<file path="config.mk">
export PLATFORM = sky130hd
export DESIGN_NAME = cache_refill_ctrl_flat
export DESIGN_NICKNAME = d
export VERILOG_FILES = /design/src/rtl/cache_refill_ctrl_if.sv /design/src/rtl/cache_refill_ctrl.sv /design/src/flat_wrapper.sv
export SDC_FILE = /design/constraint.sdc
export NUM_CORES = 1
export LEC_CHECK = 0
export BUFFER_PORTS_ARGS = -buffer_cell sky130_fd_sc_hd__buf_4
export CAP_MARGIN = 15
export CORE_MARGIN = 2
export CORE_UTILIZATION = 35
export DETAILED_ROUTE_END_ITERATION = 8
export PLACE_DENSITY = 0.61
export SLEW_MARGIN = 0
export SYNTH_ARGS = -nofsm -noshare
export SYNTH_HDL_FRONTEND = slang
export SYNTH_SLANG_ARGS = --single-unit
</file>
<file path="constraint.sdc">
create_clock -name clk -period 3.25 [get_ports clk]
set_input_delay 0.65 -clock clk [delete_from_list [all_inputs] [get_ports clk]]
set_output_delay 0.65 -clock clk [all_outputs]
set_load 0.03 [all_outputs]
</file>
<file path="src/rtl/cache_refill_ctrl_if.sv">
// Bundle of the L1 miss handshake, memory beat bus and refill outputs of the refill controller.
interface cache_refill_ctrl_if #(
  parameter int unsigned LINE_WORDS = 4
) ();
  logic                       miss_req;
  logic                       miss_ready;
  logic [31:0]                miss_addr;
  logic                       evict_dirty;
  logic [31:0]                evict_addr;
  logic [32*LINE_WORDS-1:0]   evict_data;

  logic                       mem_req;
  logic                       mem_we;
  logic [31:0]                mem_addr;
  logic [31:0]                mem_wdata;
  logic                       mem_gnt;
  logic                       mem_rvalid;
  logic [31:0]                mem_rdata;

  logic                       fill_valid;
  logic [31:0]                fill_addr;
  logic [32*LINE_WORDS-1:0]   fill_data;
  logic                       err;

  // Controller side.
  modport master (
    input  miss_req, miss_addr, evict_dirty, evict_addr, evict_data,
    input  mem_gnt, mem_rvalid, mem_rdata,
    output miss_ready, mem_req, mem_we, mem_addr, mem_wdata,
    output fill_valid, fill_addr, fill_data, err
  );

  // L1 / memory side.
  modport slave (
    output miss_req, miss_addr, evict_dirty, evict_addr, evict_data,
    output mem_gnt, mem_rvalid, mem_rdata,
    input  miss_ready, mem_req, mem_we, mem_addr, mem_wdata,
    input  fill_valid, fill_addr, fill_data, err
  );
endinterface

</file>
<file path="src/rtl/cache_refill_ctrl.sv">
// Cache line refill controller: optional dirty write-back, then a beat-by-beat line read
// with one outstanding read, a per-beat timeout and a single-cycle fill pulse.
module cache_refill_ctrl #(
  parameter int unsigned LINE_WORDS = 4,
  parameter int unsigned TIMEOUT    = 255
) (
  input logic                 clk,
  input logic                 rst_n,
  cache_refill_ctrl_if.master bus_io
);

  localparam int unsigned BeatW = $clog2(LINE_WORDS);
  localparam int unsigned OffW  = BeatW + 2;
  localparam int unsigned WaitW = $clog2(TIMEOUT + 1);
  localparam int unsigned LineW = 32 * LINE_WORDS;

  localparam logic [31:0]      OffMask  = (32'd1 << OffW) - 32'd1;
  localparam logic [BeatW-1:0] LastBeat = BeatW'(LINE_WORDS - 1);
  localparam logic [WaitW-1:0] WaitLast = WaitW'(TIMEOUT - 1);

  typedef enum logic [2:0] {StIdle, StWbReq, StRdReq, StRdWait, StFill} state_e;

  state_e             state_q, state_d;
  logic [BeatW-1:0]   beat_q, beat_d;
  logic [WaitW-1:0]   wait_q, wait_d;
  logic [31:0]        miss_base_q, miss_base_d;
  logic [31:0]        evict_base_q, evict_base_d;
  logic [LineW-1:0]   line_q, line_d;
  logic [31:0]        fill_addr_q, fill_addr_d;
  logic [LineW-1:0]   fill_data_q, fill_data_d;
  logic               err_q, err_d;

  logic               last_beat;
  logic               progress;
  logic               active;
  logic [31:0]        beat_off;
  logic [31:0]        wb_word;

  assign last_beat = (beat_q == LastBeat);
  assign beat_off  = {{(30 - BeatW){1'b0}}, beat_q, 2'b00};
  assign wb_word   = line_q[{beat_q, 5'b0} +: 32];
  assign active    = (state_q == StWbReq) || (state_q == StRdReq) || (state_q == StRdWait);

  assign bus_io.fill_addr = fill_addr_q;
  assign bus_io.fill_data = fill_data_q;
  assign bus_io.err       = err_q;

  // Next-state, beat/wait counters and bus outputs.
  always_comb begin
    state_d      = state_q;
    beat_d       = beat_q;
    wait_d       = wait_q;
    miss_base_d  = miss_base_q;
    evict_base_d = evict_base_q;
    line_d       = line_q;
    fill_addr_d  = fill_addr_q;
    fill_data_d  = fill_data_q;
    err_d        = 1'b0;
    progress     = 1'b0;

    bus_io.miss_ready = 1'b0;
    bus_io.mem_req    = 1'b0;
    bus_io.mem_we     = 1'b0;
    bus_io.mem_addr   = '0;
    bus_io.mem_wdata  = '0;
    bus_io.fill_valid = 1'b0;

    unique case (state_q)
      StIdle: begin
        bus_io.miss_ready = 1'b1;
        if (bus_io.miss_req) begin
          miss_base_d  = bus_io.miss_addr & ~OffMask;
          evict_base_d = bus_io.evict_addr & ~OffMask;
          line_d       = bus_io.evict_data;
          beat_d       = '0;
          state_d      = bus_io.evict_dirty ? StWbReq : StRdReq;
        end
      end
      StWbReq: begin
        bus_io.mem_req   = 1'b1;
        bus_io.mem_we    = 1'b1;
        bus_io.mem_addr  = evict_base_q | beat_off;
        bus_io.mem_wdata = wb_word;
        if (bus_io.mem_gnt) begin
          progress = 1'b1;
          if (last_beat) begin
            beat_d  = '0;
            state_d = StRdReq;
          end else begin
            beat_d = beat_q + 1'b1;
          end
        end
      end
      StRdReq: begin
        bus_io.mem_req  = 1'b1;
        bus_io.mem_addr = miss_base_q | beat_off;
        if (bus_io.mem_gnt) begin
          progress = 1'b1;
          state_d  = StRdWait;
        end
      end
      StRdWait: begin
        // Only here is read data consumed; rvalid alongside the grant is never seen.
        if (bus_io.mem_rvalid) begin
          progress = 1'b1;
          line_d[{beat_q, 5'b0} +: 32] = bus_io.mem_rdata;
          if (last_beat) begin
            fill_addr_d = miss_base_q;
            fill_data_d = line_d;
            beat_d      = '0;
            state_d     = StFill;
          end else begin
            beat_d  = beat_q + 1'b1;
            state_d = StRdReq;
          end
        end
      end
      StFill: begin
        bus_io.fill_valid = 1'b1;
        state_d           = StIdle;
      end
      default: begin
        state_d = StIdle;
        beat_d  = '0;
      end
    endcase

    // Any handshake (and hence any state change) restarts the per-beat wait budget.
    if (!active || progress) begin
      wait_d = '0;
    end else if (wait_q == WaitLast) begin
      state_d = StIdle;
      beat_d  = '0;
      wait_d  = '0;
      err_d   = 1'b1;
    end else begin
      wait_d = wait_q + 1'b1;
    end
  end

  // State and datapath registers.
  always_ff @(posedge clk or negedge rst_n) begin
    if (!rst_n) begin
      state_q      <= StIdle;
      beat_q       <= '0;
      wait_q       <= '0;
      miss_base_q  <= '0;
      evict_base_q <= '0;
      line_q       <= '0;
      fill_addr_q  <= '0;
      fill_data_q  <= '0;
      err_q        <= 1'b0;
    end else begin
      state_q      <= state_d;
      beat_q       <= beat_d;
      wait_q       <= wait_d;
      miss_base_q  <= miss_base_d;
      evict_base_q <= evict_base_d;
      line_q       <= line_d;
      fill_addr_q  <= fill_addr_d;
      fill_data_q  <= fill_data_d;
      err_q        <= err_d;
    end
  end

endmodule

</file>
<file path="src/flat_wrapper.sv">
// flat-port wrapper written by rule: the top's interface ports become plain ports
module cache_refill_ctrl_flat 
#(
  parameter int unsigned LINE_WORDS = 4,
  parameter int unsigned TIMEOUT    = 255
)
  (clk, rst_n, bus_io_miss_req, bus_io_miss_addr, bus_io_evict_dirty, bus_io_evict_addr, bus_io_evict_data, bus_io_mem_gnt, bus_io_mem_rvalid, bus_io_mem_rdata, bus_io_miss_ready, bus_io_mem_req, bus_io_mem_we, bus_io_mem_addr, bus_io_mem_wdata, bus_io_fill_valid, bus_io_fill_addr, bus_io_fill_data, bus_io_err);
  cache_refill_ctrl_if #(.LINE_WORDS(LINE_WORDS)) bus_io_i ();
  input logic clk;
  input logic rst_n;
  input wire logic [$bits(bus_io_i.miss_req)-1:0] bus_io_miss_req;
  input wire logic [$bits(bus_io_i.miss_addr)-1:0] bus_io_miss_addr;
  input wire logic [$bits(bus_io_i.evict_dirty)-1:0] bus_io_evict_dirty;
  input wire logic [$bits(bus_io_i.evict_addr)-1:0] bus_io_evict_addr;
  input wire logic [$bits(bus_io_i.evict_data)-1:0] bus_io_evict_data;
  input wire logic [$bits(bus_io_i.mem_gnt)-1:0] bus_io_mem_gnt;
  input wire logic [$bits(bus_io_i.mem_rvalid)-1:0] bus_io_mem_rvalid;
  input wire logic [$bits(bus_io_i.mem_rdata)-1:0] bus_io_mem_rdata;
  output wire logic [$bits(bus_io_i.miss_ready)-1:0] bus_io_miss_ready;
  output wire logic [$bits(bus_io_i.mem_req)-1:0] bus_io_mem_req;
  output wire logic [$bits(bus_io_i.mem_we)-1:0] bus_io_mem_we;
  output wire logic [$bits(bus_io_i.mem_addr)-1:0] bus_io_mem_addr;
  output wire logic [$bits(bus_io_i.mem_wdata)-1:0] bus_io_mem_wdata;
  output wire logic [$bits(bus_io_i.fill_valid)-1:0] bus_io_fill_valid;
  output wire logic [$bits(bus_io_i.fill_addr)-1:0] bus_io_fill_addr;
  output wire logic [$bits(bus_io_i.fill_data)-1:0] bus_io_fill_data;
  output wire logic [$bits(bus_io_i.err)-1:0] bus_io_err;
  assign bus_io_i.miss_req = bus_io_miss_req;
  assign bus_io_i.miss_addr = bus_io_miss_addr;
  assign bus_io_i.evict_dirty = bus_io_evict_dirty;
  assign bus_io_i.evict_addr = bus_io_evict_addr;
  assign bus_io_i.evict_data = bus_io_evict_data;
  assign bus_io_i.mem_gnt = bus_io_mem_gnt;
  assign bus_io_i.mem_rvalid = bus_io_mem_rvalid;
  assign bus_io_i.mem_rdata = bus_io_mem_rdata;
  assign bus_io_miss_ready = bus_io_i.miss_ready;
  assign bus_io_mem_req = bus_io_i.mem_req;
  assign bus_io_mem_we = bus_io_i.mem_we;
  assign bus_io_mem_addr = bus_io_i.mem_addr;
  assign bus_io_mem_wdata = bus_io_i.mem_wdata;
  assign bus_io_fill_valid = bus_io_i.fill_valid;
  assign bus_io_fill_addr = bus_io_i.fill_addr;
  assign bus_io_fill_data = bus_io_i.fill_data;
  assign bus_io_err = bus_io_i.err;
  cache_refill_ctrl #(.LINE_WORDS(LINE_WORDS), .TIMEOUT(TIMEOUT)) u_core (.clk(clk), .rst_n(rst_n), .bus_io(bus_io_i));
endmodule
</file>
==> Word-level counts from Yosys, hierarchy flattened <==
Index checks and enable logic that the tools add are counted.
{ "word_totals": {"regBits": 354, "in_bits": 230, "output_inout_bits": 229, "word_cells": 70} }
{ "op_classes": {"n_eq_ne": 8, "shift": 3, "reduce_logical": 11, "bitwise": 2, "addsub": 3, "muxes": 34} }
{ "ops": {"columns": ["operator", "count"], "rows": [
  ["128-bit 2-to-1 mux", 2],
  ["128-bit one-hot mux with 2 select lines", 1],
  ["128-bit bitwise mux", 1],
  ["32-bit by 9-bit variable shift with 128-bit output (first input constant)", 1],
  ["128-bit by 8-bit indexed part select with 32-bit output", 1],
  ["32-bit by 9-bit indexed part select with 128-bit output", 1],
  ["32-bit by 4-bit bitwise OR with 32-bit output", 2],
  ["32-bit one-hot mux with 2 select lines", 1],
  ["32-bit 2-to-1 mux", 1],
  ["3-bit 2-to-1 mux", 8],
  ["8-bit 2-to-1 mux", 2],
  ["2-bit 2-to-1 mux", 7],
  ["3-bit one-hot mux with 4 select lines", 1],
  ["7-bit negation with 9-bit output", 1],
  ["8-bit by 1-bit adder with 8-bit output (second input constant)", 1],
  ["8-bit == test (second input constant)", 1],
  ["1-bit 2-to-1 mux", 8],
  ["2-bit one-hot mux with 4 select lines", 1],
  ["3-bit by 2-bit == test with 1-bit output (second input constant)", 2],
  ["3-bit AND reduction", 2],
  ["2-bit != test (second input constant)", 2],
  ["2-bit OR reduction", 2],
  ["3-bit by 1-bit == test with 1-bit output (second input constant)", 1],
  ["3-bit == test (second input constant)", 1],
  ["8 further kinds", 10]
]} }

==> Logic depth before layout (Yosys ltp) <==
Gate-level depths: netlist (run 1).
{ "logic_depth": {"ltp_word": 6, "mapped_depth": 10, "ltp_nobuf": 6} }

==> Least setup slack after synthesis (run 1) <==
No wires, ideal clock.
{ "synth_timing": {"kind": "reg2reg", "startpoint": "register u_core.beat_q[1]", "endpoint": "register u_core.fill_data_q[10], in the netlist u_core.bus_io.fill_data[10]", "setup_ns": 0.073, "required_time_ns": 3.177, "period_less_slack_ns": 2.544, "n_path_buf": 5, "slack_ns": 0.706, "stages_incl_launch_ff": 11, "arrival_ns": 2.471, "path_cell_list": "dfrtp_1 > clkbuf_1 > clkbuf_1 > inv_1 > ha_1 > nor4bb_1 > buf_2 > buf_2 > clkbuf_1 > a221oi_1 > nor2_1"} }
{ "synth_between": {"elab_chain_cells": 3, "elab_cells_between_ends": 6, "cone_classes": "1 x add/sub; 1 x eq/ne; 2 x shift; 1 x mux; 1 x reduce/logical"} }
{ "synth_rtl": {"columns": ["item", "line_no", "text"], "rows": [
  ["from (decl)", "cache_refill_ctrl.sv:24", "logic [BeatW-1:0] beat_q, beat_d;"],
  ["from (signal assigned)", "cache_refill_ctrl.sv:155", "beat_q <= beat_d;"],
  ["7-bit negation with 9-bit output", "cache_refill_ctrl.sv:106", "line_d[{beat_q, 5'b0} +: 32] = bus_io.mem_rdata;"],
  ["32-bit by 9-bit indexed part select with 128-bit output / 32-bit by 9-bit variable shift with 128-bit output (equally long branches)", "cache_refill_ctrl.sv:106", null],
  ["128-bit bitwise mux", "cache_refill_ctrl.sv:106", null],
  ["to (signal assigned)", "cache_refill_ctrl.sv:161", "fill_data_q <= fill_data_d;"],
  ["to (decl)", "cache_refill_ctrl.sv:30", "logic [LineW-1:0] fill_data_q, fill_data_d;"]
]} }
Parallel ways exist; a longest one is shown, timed or not.
A chain may end at the register's enable or synchronous reset.

==> Worst setup path after layout (run 1) <==
{ "layout_timing": {"startpoint": "register u_core.state_q[0]", "endpoint": "output bus_io_mem_addr[8]"} }
{ "layout_between": {"elab_chain_cells": 2, "elab_cells_between_ends": 3, "cone_classes": "2 x eq/ne; 1 x mux"} }
{ "layout_rtl": {"columns": ["item", "line_no", "text"], "rows": [
  ["from (decl)", "cache_refill_ctrl.sv:23", "state_e state_q, state_d;"],
  ["from (signal assigned)", "cache_refill_ctrl.sv:144", "state_q <= StIdle;"],
  ["from (signal assigned)", "cache_refill_ctrl.sv:154", "state_q <= state_d;"],
  ["3-bit by 2-bit == test with 1-bit output / 3-bit by 1-bit == test with 1-bit output (equally long branches)", "cache_refill_ctrl.sv:68", "unique case (state_q)"],
  ["32-bit one-hot mux with 2 select lines *", "cache_refill_ctrl.sv:68", null],
  ["to (decl)", "flat_wrapper.sv:22", "output wire logic [$bits(bus_io_i.mem_addr)-1:0] bus_io_mem_addr;"]
]} }
Mark *: on every way between the ends. The rest lies on a longest branch, timed or not.

==> results of run 1 <==
## path summary, 6_finish.rpt
path                                             startpoint                      endpoint  cells past startpoint  slack, ns
worst min register to register  u_core.bus_io.fill_addr[17]   u_core.bus_io.fill_addr[17]                      2       0.48
max in group asynchronous                             rst_n            u_core.line_q[109]                      2       2.23
worst min-delay path                                  rst_n  u_core.bus_io.fill_data[106]                      1       0.07
min in group clk                        bus_io_miss_addr[7]         u_core.miss_base_q[7]                      2       0.33
worst max-delay path                      u_core.state_q[0]            bus_io_mem_addr[8]                      5       0.16
worst max register to register            u_core.state_q[1]             u_core.line_q[82]                      6       0.53
## routing by layer
metal	wire length (µm)	part of all wire [%]	global-route usage [%]	vias to the layer above
met5	13	0.021	0	-
li1	-	-	-	6564
met1	26100	42	33.26	7382
met2	28350	46	37.37	622
met4	2076	3.4	9.504	2
met3	4903	8.0	5.768	112
## cells in the final DEF, fill, tap and decap left out, types with 6 or more instances in the layout
| master | Yosys | final |
|---|---|---|
| sky130_fd_sc_hd__clkbuf_8 | 0 | 13 |
| sky130_fd_sc_hd__nand3_1 | 7 | 7 |
| sky130_fd_sc_hd__buf_4 | 18 | 473 |
| sky130_fd_sc_hd__and2_1 | 34 | 34 |
| sky130_fd_sc_hd__a21oi_1 | 101 | 101 |
| sky130_fd_sc_hd__nand2_1 | 185 | 185 |
| sky130_fd_sc_hd__o2bb2ai_1 | 96 | 96 |
| sky130_fd_sc_hd__clkbuf_16 | 0 | 42 |
| sky130_fd_sc_hd__clkinv_2 | 0 | 7 |
| sky130_fd_sc_hd__ha_1 | 8 | 8 |
| sky130_fd_sc_hd__nor2_1 | 204 | 203 |
| sky130_fd_sc_hd__mux4_2 | 32 | 32 |
| sky130_fd_sc_hd__mux2_2 | 56 | 56 |
| sky130_fd_sc_hd__a221oi_1 | 96 | 96 |
| sky130_fd_sc_hd__o21ai_0 | 66 | 66 |
| sky130_fd_sc_hd__conb_1 | 1 | 6 |
| sky130_fd_sc_hd__a22o_1 | 60 | 60 |
| sky130_fd_sc_hd__buf_12 | 0 | 13 |
| sky130_fd_sc_hd__dfrtp_1 | 354 | 352 |
| sky130_fd_sc_hd__and3_1 | 98 | 98 |
| sky130_fd_sc_hd__clkbuf_1 | 82 | 6 |
## worst max-delay path: cells and delay by family, from the launching register on
kind	cells	cell delay, ns
AOI/OAI and AO/OA	1	0.26
buffers and inverters	2	0.61
DFF	1	0.68
and+or+nand+nor	2	0.33
## cell families after synthesis
family | count (synthesis) | share of synthesized area, %
buffers and inverters | 165 | 4.607
flip-flops | 354 | 52.78
AO/OA/AOI/OAI | 430 | 18.65
AND/OR/NAND/NOR | 549 | 14.86
other | 1 | 0.02234
XOR/XNOR | 6 | 0.3132
multiplexers | 90 | 8.171
adder cells (fa/ha/maj) | 8 | 0.5964
## area by class of cell
class / instances / area share, %
Clock inverter: 13 / 0.5255
Timing Repair Buffer: 487 / 17.28
Multi-Input combinational cell: 1089 / 32.86
Inverter: 7 / 0.1300
Antenna cell: 4 / 0.04520
Tap cell: 615 / 3.475
Clock buffer: 61 / 5.656
Sequential cell: 354 / 40.03
## flip-flops by register name, indices dropped and copies added, names as in the netlist
| register | flops |
|---|---|
| u_core.bus_io.fill_addr | 28 |
| u_core.line_q | 128 |
| u_core.wait_q | 8 |
| u_core.bus_io.fill_data | 128 |
| u_core.miss_base_q | 28 |
| u_core.state_q | 3 |
| u_core.evict_base_q | 28 |
| u_core.beat_q | 2 |
| u_core.bus_io.err | 1 |
## through the flow
step | area [µm²] | utilization, % | std cells | total power, W
after global routing | 22140 | 46.57 | 2630 | 0.02517
after detailed placement | 20760 | 43.67 | 2552 | 0.01931
after floorplan | 16800 | - | 1608 | 0.01470
after CTS | 22130 | 46.55 | 2626 | 0.02407
final | 22140 | 46.57 | 2630 | 0.02394
after global placement | 20760 | 43.67 | 2552 | 0.01910
## report_power, final
group          total, W  internal [W]  switching (W)
registers       0.00775       0.00633        0.00142
clock network   0.00469       0.00276        0.00193
logic            0.0115       0.00448        0.00703
total            0.0239        0.0136         0.0104
==> metrics.md, run 1 <==
| Metric | Value |
|---|---|
| Length of the first detailed-routing pass in iterations | 5 |
| Wire length of the first global-routing pass | 93.11 mm |
| Vias per cell | 5.583 |
| Cell area power density | 1081 nW/µm² |
| Total standard cell area after synthesis | 16780 µm² |
| Count of buffers from port buffering | 444 |
| Required @ worst endpoint | 2.60 ns |
| Clock buffers created by TritonCTS | 42 |
| Number of distinct standard cells referenced by the synthesized netlist | 46 |
| Critical Path Start Type | flop |
| Max-Cap Viols | 0 |
| Max-slew violation count | 0 |
| Part of the Yosys area used for sequential elements | 52.78% |
| GRT Residual Overflow | 0 |
| Number of fill cells in the layout | 4435 |
| H-Tree Depth | 2 |
| Crit path time final | 3.092 ns |
| Drt initial violations | 1333 |
| Number of rows in the core area | 80 |
| Overall via count from detail_route | 14682 |
| Num Clock Sinks | 354 |
| Share of cells above drive strength 1 | 32.97% |
| Insertion delay to the later sink of the worst-skew pair | 0.55 ns |
| WL/cell | 23.36 µm |
| Register cell area after layout | 8864 µm² |
| Die span in x | 223.0 µm |
| Final worst-path cycle share | 95.14% |
| Remaining design rule violation count | 0 |
| Cell with the most instances after synthesis | sky130_fd_sc_hd__dfrtp_1 |
| Area of the die | 49720 µm² |
| Slowest cell on the critical path | sky130_fd_sc_hd__dfrtp_1 |
| Final setup viols | 0 |
| Critical path, cell by cell | nand2b_1 > nor2_4 > buf_4 > a22o_1 > buf_4 |
| Leading post-synthesis cells by cell area | sky130_fd_sc_hd__dfrtp_1, sky130_fd_sc_hd__a221oi_1, sky130_fd_sc_hd__o2bb2ai_1, sky130_fd_sc_hd__nor2_1, sky130_fd_sc_hd__mux4_2 |
| CP peak stage delay | 0.68 ns |
| Worst-case clock skew | 0.01374 ns |
| Fraction of registers with async set or reset after synthesis | 100.0% |
| Normalized max-slew margin | 43.44% |
| Place WS | 0.6383 ns |
| Worst voltage drop across the vdd grid | 0.0007269 V |
| Final count of hold timing violations | 0 |
| Avg Cell Area, Syn | 10.47 µm² |
| Quantity of hold-fixing buffers added after cts | 0 |
| Overall Global Routing Usage | 24.31% |
| Post-CTS clock slew at the launch and capture registers of the worst setup and hold paths | 0.06 ns |
| Final layout net count | 2219 |
| Area taken by multi-input logic gates | 7277 µm² |
| Least setup slack across all paths after layout | 0.1579 ns |
| Cell at the root of the clock tree | sky130_fd_sc_hd__clkbuf_16 |
| Cell with the most instances on the worst path | sky130_fd_sc_hd__buf_4 |
| Die Span Y | 223.0 µm |
| Initial core utilization | 35.30% |
| Synth Register Bits | 354 |
| RSZ-0062 raised after global routing | no |
| Most used standard cells in the synthesized netlist | sky130_fd_sc_hd__dfrtp_1, sky130_fd_sc_hd__nor2_1, sky130_fd_sc_hd__nand2_1, sky130_fd_sc_hd__a21oi_1, sky130_fd_sc_hd__and3_1 |
| Top-level I/O count | 459 |
| Maximum count of clock buffers along a single path | 3 |
| Detailed Place HPWL | 40.39 mm |
| Maximum number of pins on one net before global-route repair | 113 |
| Status | finished clean |
| Final sum of negative setup slack | 0 ns |
| Warnings, synthesis | 0 |
| Post-CTS setup buffers | 0 |
| Number of global-route vias before repair | 14911 |
| Critical path start-end classification | reg -> out |
| Area share of the largest cell type after synthesis | 52.78% |
| Final weighted congestion in routability-driven placement | 0.8327 |
| Number of cells upsized or downsized after cts | 0 |
| Placeable core area | 47550 µm² |
| Timing-limited maximum frequency | 0.3234 GHz |
| Clock tree from TritonCTS | built |
| Post-synth EDFFs | 0 |
| Worst hold path type | in -> async |
| Syn-to-layout area delta | 31.94% |
| Data arrival time of the worst path | 2.44 ns |
| Kind of end point of the critical path | output pin |
| Final worst hold slack | 0.06944 ns |
| Post-Route WL | 61.44 mm |
| Cell type with the largest total area after synthesis | sky130_fd_sc_hd__dfrtp_1 |
| Primary flip-flop cell chosen by synthesis mapping | sky130_fd_sc_hd__dfrtp_1 |
| Leakage component of the power | 10.51 nW |
| Tightest Pin Transition | 0.8485 ns |
| Antenna Violating Nets Remaining | 0 |
| Antenna violations before repair | 5 |
| Worst-path fanout max | 36 |
| Number of cells produced by synthesis | 1603 |
No activity file was read; power rests on OpenSTA's default activity.
==> run 2: changes to the inputs <==
--- a/config.mk
+++ b/config.mk
@@ -11,6 +11,7 @@
 export CORE_UTILIZATION = 35
 export DETAILED_ROUTE_END_ITERATION = 8
 export PLACE_DENSITY = 0.61
+export SETUP_SLACK_MARGIN = 0.4
 export SLEW_MARGIN = 0
 export SYNTH_ARGS = -nofsm -noshare
 export SYNTH_HDL_FRONTEND = slang
==> metrics.md, run 2 (synthesis results as in run 1) <==
| Metric | Value |
|---|---|
| Number of global-route vias before repair | 15016 (was 14911) |
| Critical path start-end classification | reg -> out (unchanged) |
| WL/cell | 23.89 µm (was 23.36 µm) |
| Placeable core area | 47550 µm² (unchanged) |
| Worst-case clock skew | 0.01403 ns (was 0.01374 ns) |
| Final count of hold timing violations | 0 (unchanged) |
| Die Span Y | 223.0 µm (unchanged) |
| Num Clock Sinks | 354 (unchanged) |
| Initial core utilization | 35.30% (unchanged) |
| Tot Pwr | 0.02467 W (was 0.02394 W) |
| Final non-filler cell area | 22590 µm² (was 22140 µm²) |
| Antenna violations before repair | 5 (unchanged) |
| Remaining design rule violation count | 0 (unchanged) |
| Cell total after placement | 2552 (unchanged) |
| Number of fill cells in the layout | 4412 (was 4435) |
| Length of the first detailed-routing pass in iterations | 5 (unchanged) |
| Wire length of the first global-routing pass | 95.05 mm (was 93.11 mm) |
| Leakage component of the power | 10.69 nW (was 10.51 nW) |
| Max-slew violation count | 0 (unchanged) |
| Final sum of negative setup slack | 0 ns (unchanged) |
| Post-place instance area | 20760 µm² (unchanged) |
| Commonest non-fill, non-tap cells in the layout | sky130_fd_sc_hd__buf_4, sky130_fd_sc_hd__dfrtp_1, sky130_fd_sc_hd__nor2_1 (unchanged) |
| Final worst-path cycle share | 89.54% (was 95.14%) |
| Insertion delay to the later sink of the worst-skew pair | 0.56 ns (was 0.55 ns) |
| Tightest Pin Transition | 0.8528 ns (was 0.8485 ns) |
| Critical Path Start Type | flop (unchanged) |
| Vias per cell | 5.619 (was 5.583) |
| Depth of the worst register-to-register path | 9 (was 6) |
| Syn-to-layout area delta | 34.61% (was 31.94%) |
| Count of buffers from port buffering | 444 (unchanged) |
| Worst voltage drop across the vdd grid | 0.0007566 V (was 0.0007269 V) |
| Cell at the root of the clock tree | sky130_fd_sc_hd__clkbuf_16 (unchanged) |
| Top-level I/O count | 459 (unchanged) |
| Clock buffers created by TritonCTS | 42 (unchanged) |
| Cell area power density | 1092 nW/µm² (was 1081 nW/µm²) |
| Endpoint of the worst register-to-register path | u_core.line_q[106] (was u_core.line_q[82]) |
| Overall Global Routing Usage | 24.99% (was 24.31%) |
| Timing-limited maximum frequency | 0.3437 GHz (was 0.3234 GHz) |
| Post-CTS clock slew at the launch and capture registers of the worst setup and hold paths | 0.06 ns (about the same) |
| Clock tree from TritonCTS | built (unchanged) |
| Cell with the most instances on the worst path | sky130_fd_sc_hd__buf_12 (was sky130_fd_sc_hd__buf_4) |
| Reg2reg start | u_core.beat_q[0] (was u_core.state_q[1]) |
| Normalized max-slew margin | 43.14% (was 43.44%) |
| Slowest cell on the critical path | sky130_fd_sc_hd__dfrtp_4 (was sky130_fd_sc_hd__dfrtp_1) |
| Drt initial violations | 1216 (was 1333) |
| Critical path, cell by cell | buf_12 > buf_12 > buf_16 > mux4_2 > and2_4 > buf_6 (was nand2b_1 > nor2_4 > buf_4 > a22o_1 > buf_4) |
| Maximum number of pins on one net before global-route repair | 113 (unchanged) |
| Share of cells above drive strength 1 | 34.83% (was 32.97%) |
| Antenna Violating Nets Remaining | 0 (unchanged) |
| Maximum count of clock buffers along a single path | 3 (unchanged) |
| Leading cell type in the layout, fill and taps excluded | sky130_fd_sc_hd__buf_4 (unchanged) |
| Number of rows in the core area | 80 (unchanged) |
| Final Non-Filler Cells | 2643 (was 2630) |
| Max-Cap Viols | 0 (unchanged) |
| Crit path time final | 2.910 ns (was 3.092 ns) |
| Final layout net count | 2232 (was 2219) |
| Die span in x | 223.0 µm (unchanged) |
| CP peak stage delay | 0.52 ns (was 0.68 ns) |
| RSZ-0062 raised after global routing | yes (was no) |
| Final weighted congestion in routability-driven placement | 0.8327 (unchanged) |
| Worst hold path type | in -> async (unchanged) |
| Worst-path fanout max | 5 (was 36) |
| H-Tree Depth | 2 (unchanged) |
| Required @ worst endpoint | 2.60 ns (about the same) |
| Data arrival time of the worst path | 2.26 ns (was 2.44 ns) |
| Detailed Place HPWL | 40.39 mm (unchanged) |
| Kind of end point of the critical path | output pin (unchanged) |
| Area of the die | 49720 µm² (unchanged) |
| Final setup viols | 0 (unchanged) |
| GRT Residual Overflow | 0 (unchanged) |
| Post-Route WL | 63.15 mm (was 61.44 mm) |
| Reg2Reg Setup Slack | 0.64 ns (was 0.53 ns) |
| Status | finished clean (unchanged) |
| Overall via count from detail_route | 14852 (was 14682) |
[run 2: cell count changes in the layout (fill, tap and decap cells not counted)]
cell,change
sky130_fd_sc_hd__and2_1,-26
sky130_fd_sc_hd__and2_4,+26
sky130_fd_sc_hd__buf_12,+4
sky130_fd_sc_hd__buf_16,+6
sky130_fd_sc_hd__buf_4,-26
sky130_fd_sc_hd__buf_6,+28
sky130_fd_sc_hd__buf_8,+1
sky130_fd_sc_hd__dfrtp_1,-3
sky130_fd_sc_hd__dfrtp_2,+3
[run 2: metrics by stage]
| step | util (%) | setup slack, ns | hold WS [ns] |
|---|---|---|---|
| 2_1_floorplan | - | 0.7063 | 0.3544 |
| 3_3_place_gp | 43.67 | 0.6810 | 0.4648 |
| 3_5_place_dp | 43.67 | 0.6383 | 0.4638 |
| 4_1_cts | 47.37 | 0.3115 | 0.06725 |
| 5_1_grt | 47.52 | 0.2932 | 0.09363 |
| 6_report | 47.52 | 0.3401 | 0.07238 |
[run 2: power by group]
group          switching (W)  internal, W
clock network        0.00194      0.00276
logic                0.00730      0.00494
registers            0.00140      0.00633
total                 0.0106       0.0140
[run 2: how the worst max path moves through the flow]
stage                 startpoint                           to  cells after the start
2_1_floorplan   u_core.beat_q[1]  u_core.bus_io.fill_data[10]                     10
3_3_place_gp   u_core.state_q[1]            u_core.line_q[41]                      6
3_5_place_dp   u_core.state_q[1]            u_core.line_q[15]                      6
4_1_cts         u_core.beat_q[0]         bus_io_mem_wdata[30]                      6
5_1_grt         u_core.beat_q[0]         bus_io_mem_wdata[30]                      6
6_report        u_core.beat_q[0]         bus_io_mem_wdata[30]                      6
[run 2: final cells by class]
| cell class | instances | area (µm²) | share of cell area [%] |
|---|---|---|---|
| diodes | 4 | 10.01 | 0.04430 |
| clock buffers | 61 | 1252 | 5.544 |
| clock inverters | 13 | 116.4 | 0.5150 |
| inverters | 7 | 28.78 | 0.1274 |
| multi-input cells | 1089 | 7342 | 32.50 |
| flip-flops and latches | 354 | 8867 | 39.25 |
| well taps | 615 | 769.5 | 3.406 |
| repair buffers | 500 | 4207 | 18.62 |
[run 2: per-layer routing]
| layer | share of wire (%) | track usage, % | vias to the layer above | wire length (µm) |
|---|---|---|---|---|
| met2 | 46 | 38.42 | 652 | 29210 |
| met4 | 3.3 | 9.526 | 2 | 2075 |
| met3 | 8.1 | 6.335 | 111 | 5097 |
| met1 | 42 | 34.02 | 7492 | 26750 |
| li1 | - | - | 6595 | - |
| met5 | 0.021 | 0 | - | 13 |
[run 2: what timing repair did]
item / in CTS / in global routing
endpoints found under the hold margin: 0 / 0
resized for setup: 49 / 19
setup buffers: 8 / 0
pin swaps: 0 / 0
gates cloned: 5 / 0
hold buffers: 0 / 0
endpoints found under the setup margin: 64 / 29
[run 2: worst max-delay path, delay by kind of cell, from the launching register on]
kind                   cells  cell delay [ns]
buffers and inverters      4             0.54
AND/OR/NAND/NOR            1             0.18
multiplexers               1             0.46
flip-flops                 1             0.52
==> run 3: changes to the inputs <==
--- a/config.mk
+++ b/config.mk
@@ -10,7 +10,9 @@
 export CORE_MARGIN = 2
 export CORE_UTILIZATION = 35
 export DETAILED_ROUTE_END_ITERATION = 8
+export MAX_ROUTING_LAYER = met4
 export PLACE_DENSITY = 0.61
+export RECOVER_POWER = 50
 export SETUP_SLACK_MARGIN = 0.4
 export SLEW_MARGIN = 0
 export SYNTH_ARGS = -nofsm -noshare
==> metrics.md, run 3 (synthesis results as in run 1) <==
| Metric | Value |
|---|---|
| Final worst-path cycle share | 89.61% (was 89.54%) |
| Worst-path fanout max | 5 (unchanged) |
| Vias per cell | 5.580 (was 5.619) |
| Post-CTS clock slew at the launch and capture registers of the worst setup and hold paths | 0.06 ns (about the same) |
| Cell at the root of the clock tree | sky130_fd_sc_hd__clkbuf_16 (unchanged) |
| Quantity of hold-fixing buffers added after cts | 0 (unchanged) |
| Leading cell type in the layout, fill and taps excluded | sky130_fd_sc_hd__dfrtp_1 (was sky130_fd_sc_hd__buf_4) |
| H-Tree Depth | 2 (unchanged) |
| Final layout net count | 2232 (unchanged) |
| Crit path time final | 2.912 ns (was 2.910 ns) |
| Buffers & Inverters on Critical Path | 4 (unchanged) |
| Num Clock Sinks | 354 (unchanged) |
| Kind of end point of the critical path | output pin (unchanged) |
| Insertion delay to the later sink of the worst-skew pair | 0.56 ns (about the same) |
| Maximum count of clock buffers along a single path | 3 (unchanged) |
| Overall Global Routing Usage | 25.77% (was 24.99%) |
| Placeable core area | 47550 µm² (unchanged) |
| Critical Path Start Type | flop (unchanged) |
| Die Span Y | 223.0 µm (unchanged) |
| GRT Residual Overflow | 0 (unchanged) |
| Maximum number of pins on one net before global-route repair | 113 (unchanged) |
| Top-level I/O count | 459 (unchanged) |
| Status | finished with violations (was finished clean) |
| Final setup viols | 0 (unchanged) |
| Area of the die | 49720 µm² (unchanged) |
| Critical path, cell by cell | buf_12 > buf_12 > buf_16 > mux4_2 > and2_4 > buf_6 (unchanged) |
| Die span in x | 223.0 µm (unchanged) |
| Share of cells above drive strength 1 | 29.35% (was 34.83%) |
| Initial core utilization | 35.30% (unchanged) |
| Final weighted congestion in routability-driven placement | 0.8454 (was 0.8327) |
| Antenna Violating Nets Remaining | 0 (unchanged) |
| Tightest Pin Transition | 1.955 ns (was 0.8528 ns) |
| Detailed Place HPWL | 40.39 mm (unchanged) |
| Drt initial violations | 1294 (was 1216) |
| Leakage component of the power | 10.24 nW (was 10.69 nW) |
| Data arrival time of the worst path | 2.26 ns (about the same) |
| Violated checks | max-capacitance violations, max-slew violations |
| Wire length of the first global-routing pass | 95.07 mm (was 95.05 mm) |
| Count of buffers from port buffering | 444 (unchanged) |
| Max-Cap Viols | 1 (was 0) |
| Timing-limited maximum frequency | 0.3434 GHz (was 0.3437 GHz) |
| Cell family with most CP delay | buffers and inverters (unchanged) |
| Required @ worst endpoint | 2.60 ns (about the same) |
| Post-Route WL | 63.04 mm (was 63.15 mm) |
| Length of the first detailed-routing pass in iterations | 7 (was 5) |
| RSZ-0062 raised after global routing | yes (unchanged) |
| Slowest cell on the critical path | sky130_fd_sc_hd__dfrtp_4 (unchanged) |
| Cell with the most instances on the worst path | sky130_fd_sc_hd__buf_12 (unchanged) |
| Syn-to-layout area delta | 31.97% (was 34.61%) |
| Commonest non-fill, non-tap cells in the layout | sky130_fd_sc_hd__dfrtp_1, sky130_fd_sc_hd__buf_4, sky130_fd_sc_hd__nor2_1 (was sky130_fd_sc_hd__buf_4, sky130_fd_sc_hd__dfrtp_1, sky130_fd_sc_hd__nor2_1) |
| Antenna violations before repair | 5 (unchanged) |
| WL/cell | 23.84 µm (was 23.89 µm) |
| Worst-case clock skew | 0.01466 ns (was 0.01403 ns) |
| Normalized max-slew margin | -30.35% (was 43.14%) |
| Critical path start-end classification | reg -> out (unchanged) |
| Overall via count from detail_route | 14754 (was 14852) |
| CP peak stage delay | 0.52 ns (about the same) |
| Remaining design rule violation count | 0 (unchanged) |
| Number of rows in the core area | 80 (unchanged) |
| Worst hold path type | in -> reg (was in -> async) |
| Clock buffers created by TritonCTS | 42 (unchanged) |
| Tot Pwr | 0.02420 W (was 0.02467 W) |
| Final count of hold timing violations | 0 (unchanged) |
| Max-slew violation count | 67 (was 0) |
| Cell area power density | 1093 nW/µm² (was 1092 nW/µm²) |
| Final sum of negative setup slack | 0 ns (unchanged) |
| Number of global-route vias before repair | 15005 (was 15016) |
| Worst voltage drop across the vdd grid | 0.0007525 V (was 0.0007566 V) |
| Clock tree from TritonCTS | built (unchanged) |
[run 3: cell types whose count changed in the layout (fill, tap and decap cells not counted)]
cell                       delta
sky130_fd_sc_hd__diode_2      +1
sky130_fd_sc_hd__clkbuf_2     +4
sky130_fd_sc_hd__clkbuf_1   +111
sky130_fd_sc_hd__clkbuf_4     +1
sky130_fd_sc_hd__buf_8        -1
sky130_fd_sc_hd__buf_4      -114
sky130_fd_sc_hd__buf_12       -1
[run 3: cell type report]
class | instances | area (µm²)
multi-input combinational | 1089 | 7342
fill | 4523 | 25400
inverter | 7 | 28.78
sequential | 354 | 8867
clock buffer | 61 | 1252
clock inverter | 13 | 116.4
tap | 615 | 769.5
antenna | 5 | 12.51
timing repair buffer | 500 | 3760
[run 3: timing repair]
item,CTS,global route
cloned,5,0
setup endpoints to repair,64,29
gates resized for setup,49,19
buffers inserted,8,0
[run 3: worst paths after layout]
kind                       slack, ns                         from                      endpoint  depth (start not counted)
max reg2reg                     0.53            u_core.state_q[1]             u_core.line_q[41]                          8
min in group asynchronous       0.64                        rst_n  u_core.bus_io.fill_data[106]                          1
max                             0.34             u_core.beat_q[0]          bus_io_mem_wdata[30]                          6
min                             0.32          bus_io_miss_addr[7]         u_core.miss_base_q[7]                          2
min reg2reg                     0.47  u_core.bus_io.fill_addr[17]   u_core.bus_io.fill_addr[17]                          2
max in group asynchronous       0.68                        rst_n             u_core.line_q[94]                          2
[run 3: layer usage]
metal,vias to the layer above,track usage (%),part of all wire (%)
li1,6596,-,-
met1,7429,34.22,43
met2,622,38.28,46
met3,107,6.308,8.1
met4,0,9.526,3.1
met5,-,-,0
[run 3: through the flow]
step / hold slack [ns] / area [µm²] / utilization, % / setup slack, ns / std cells
after floorplan: 0.3544 / 16800 / - / 0.7063 / 1608
after global placement: 0.4648 / 20760 / 43.67 / 0.6810 / 2552
after detailed placement: 0.4638 / 20760 / 43.67 / 0.6383 / 2552
after CTS: 0.06725 / 22520 / 47.37 / 0.3115 / 2639
after global routing: 0.2990 / 22150 / 46.58 / 0.1903 / 2644
final: 0.3216 / 22150 / 46.58 / 0.3378 / 2644
[run 3: power breakdown]
group | internal [W] | switching, W
Combinational | 0.00449 | 0.00731
Sequential | 0.00633 | 0.00138
Clock | 0.00276 | 0.00194
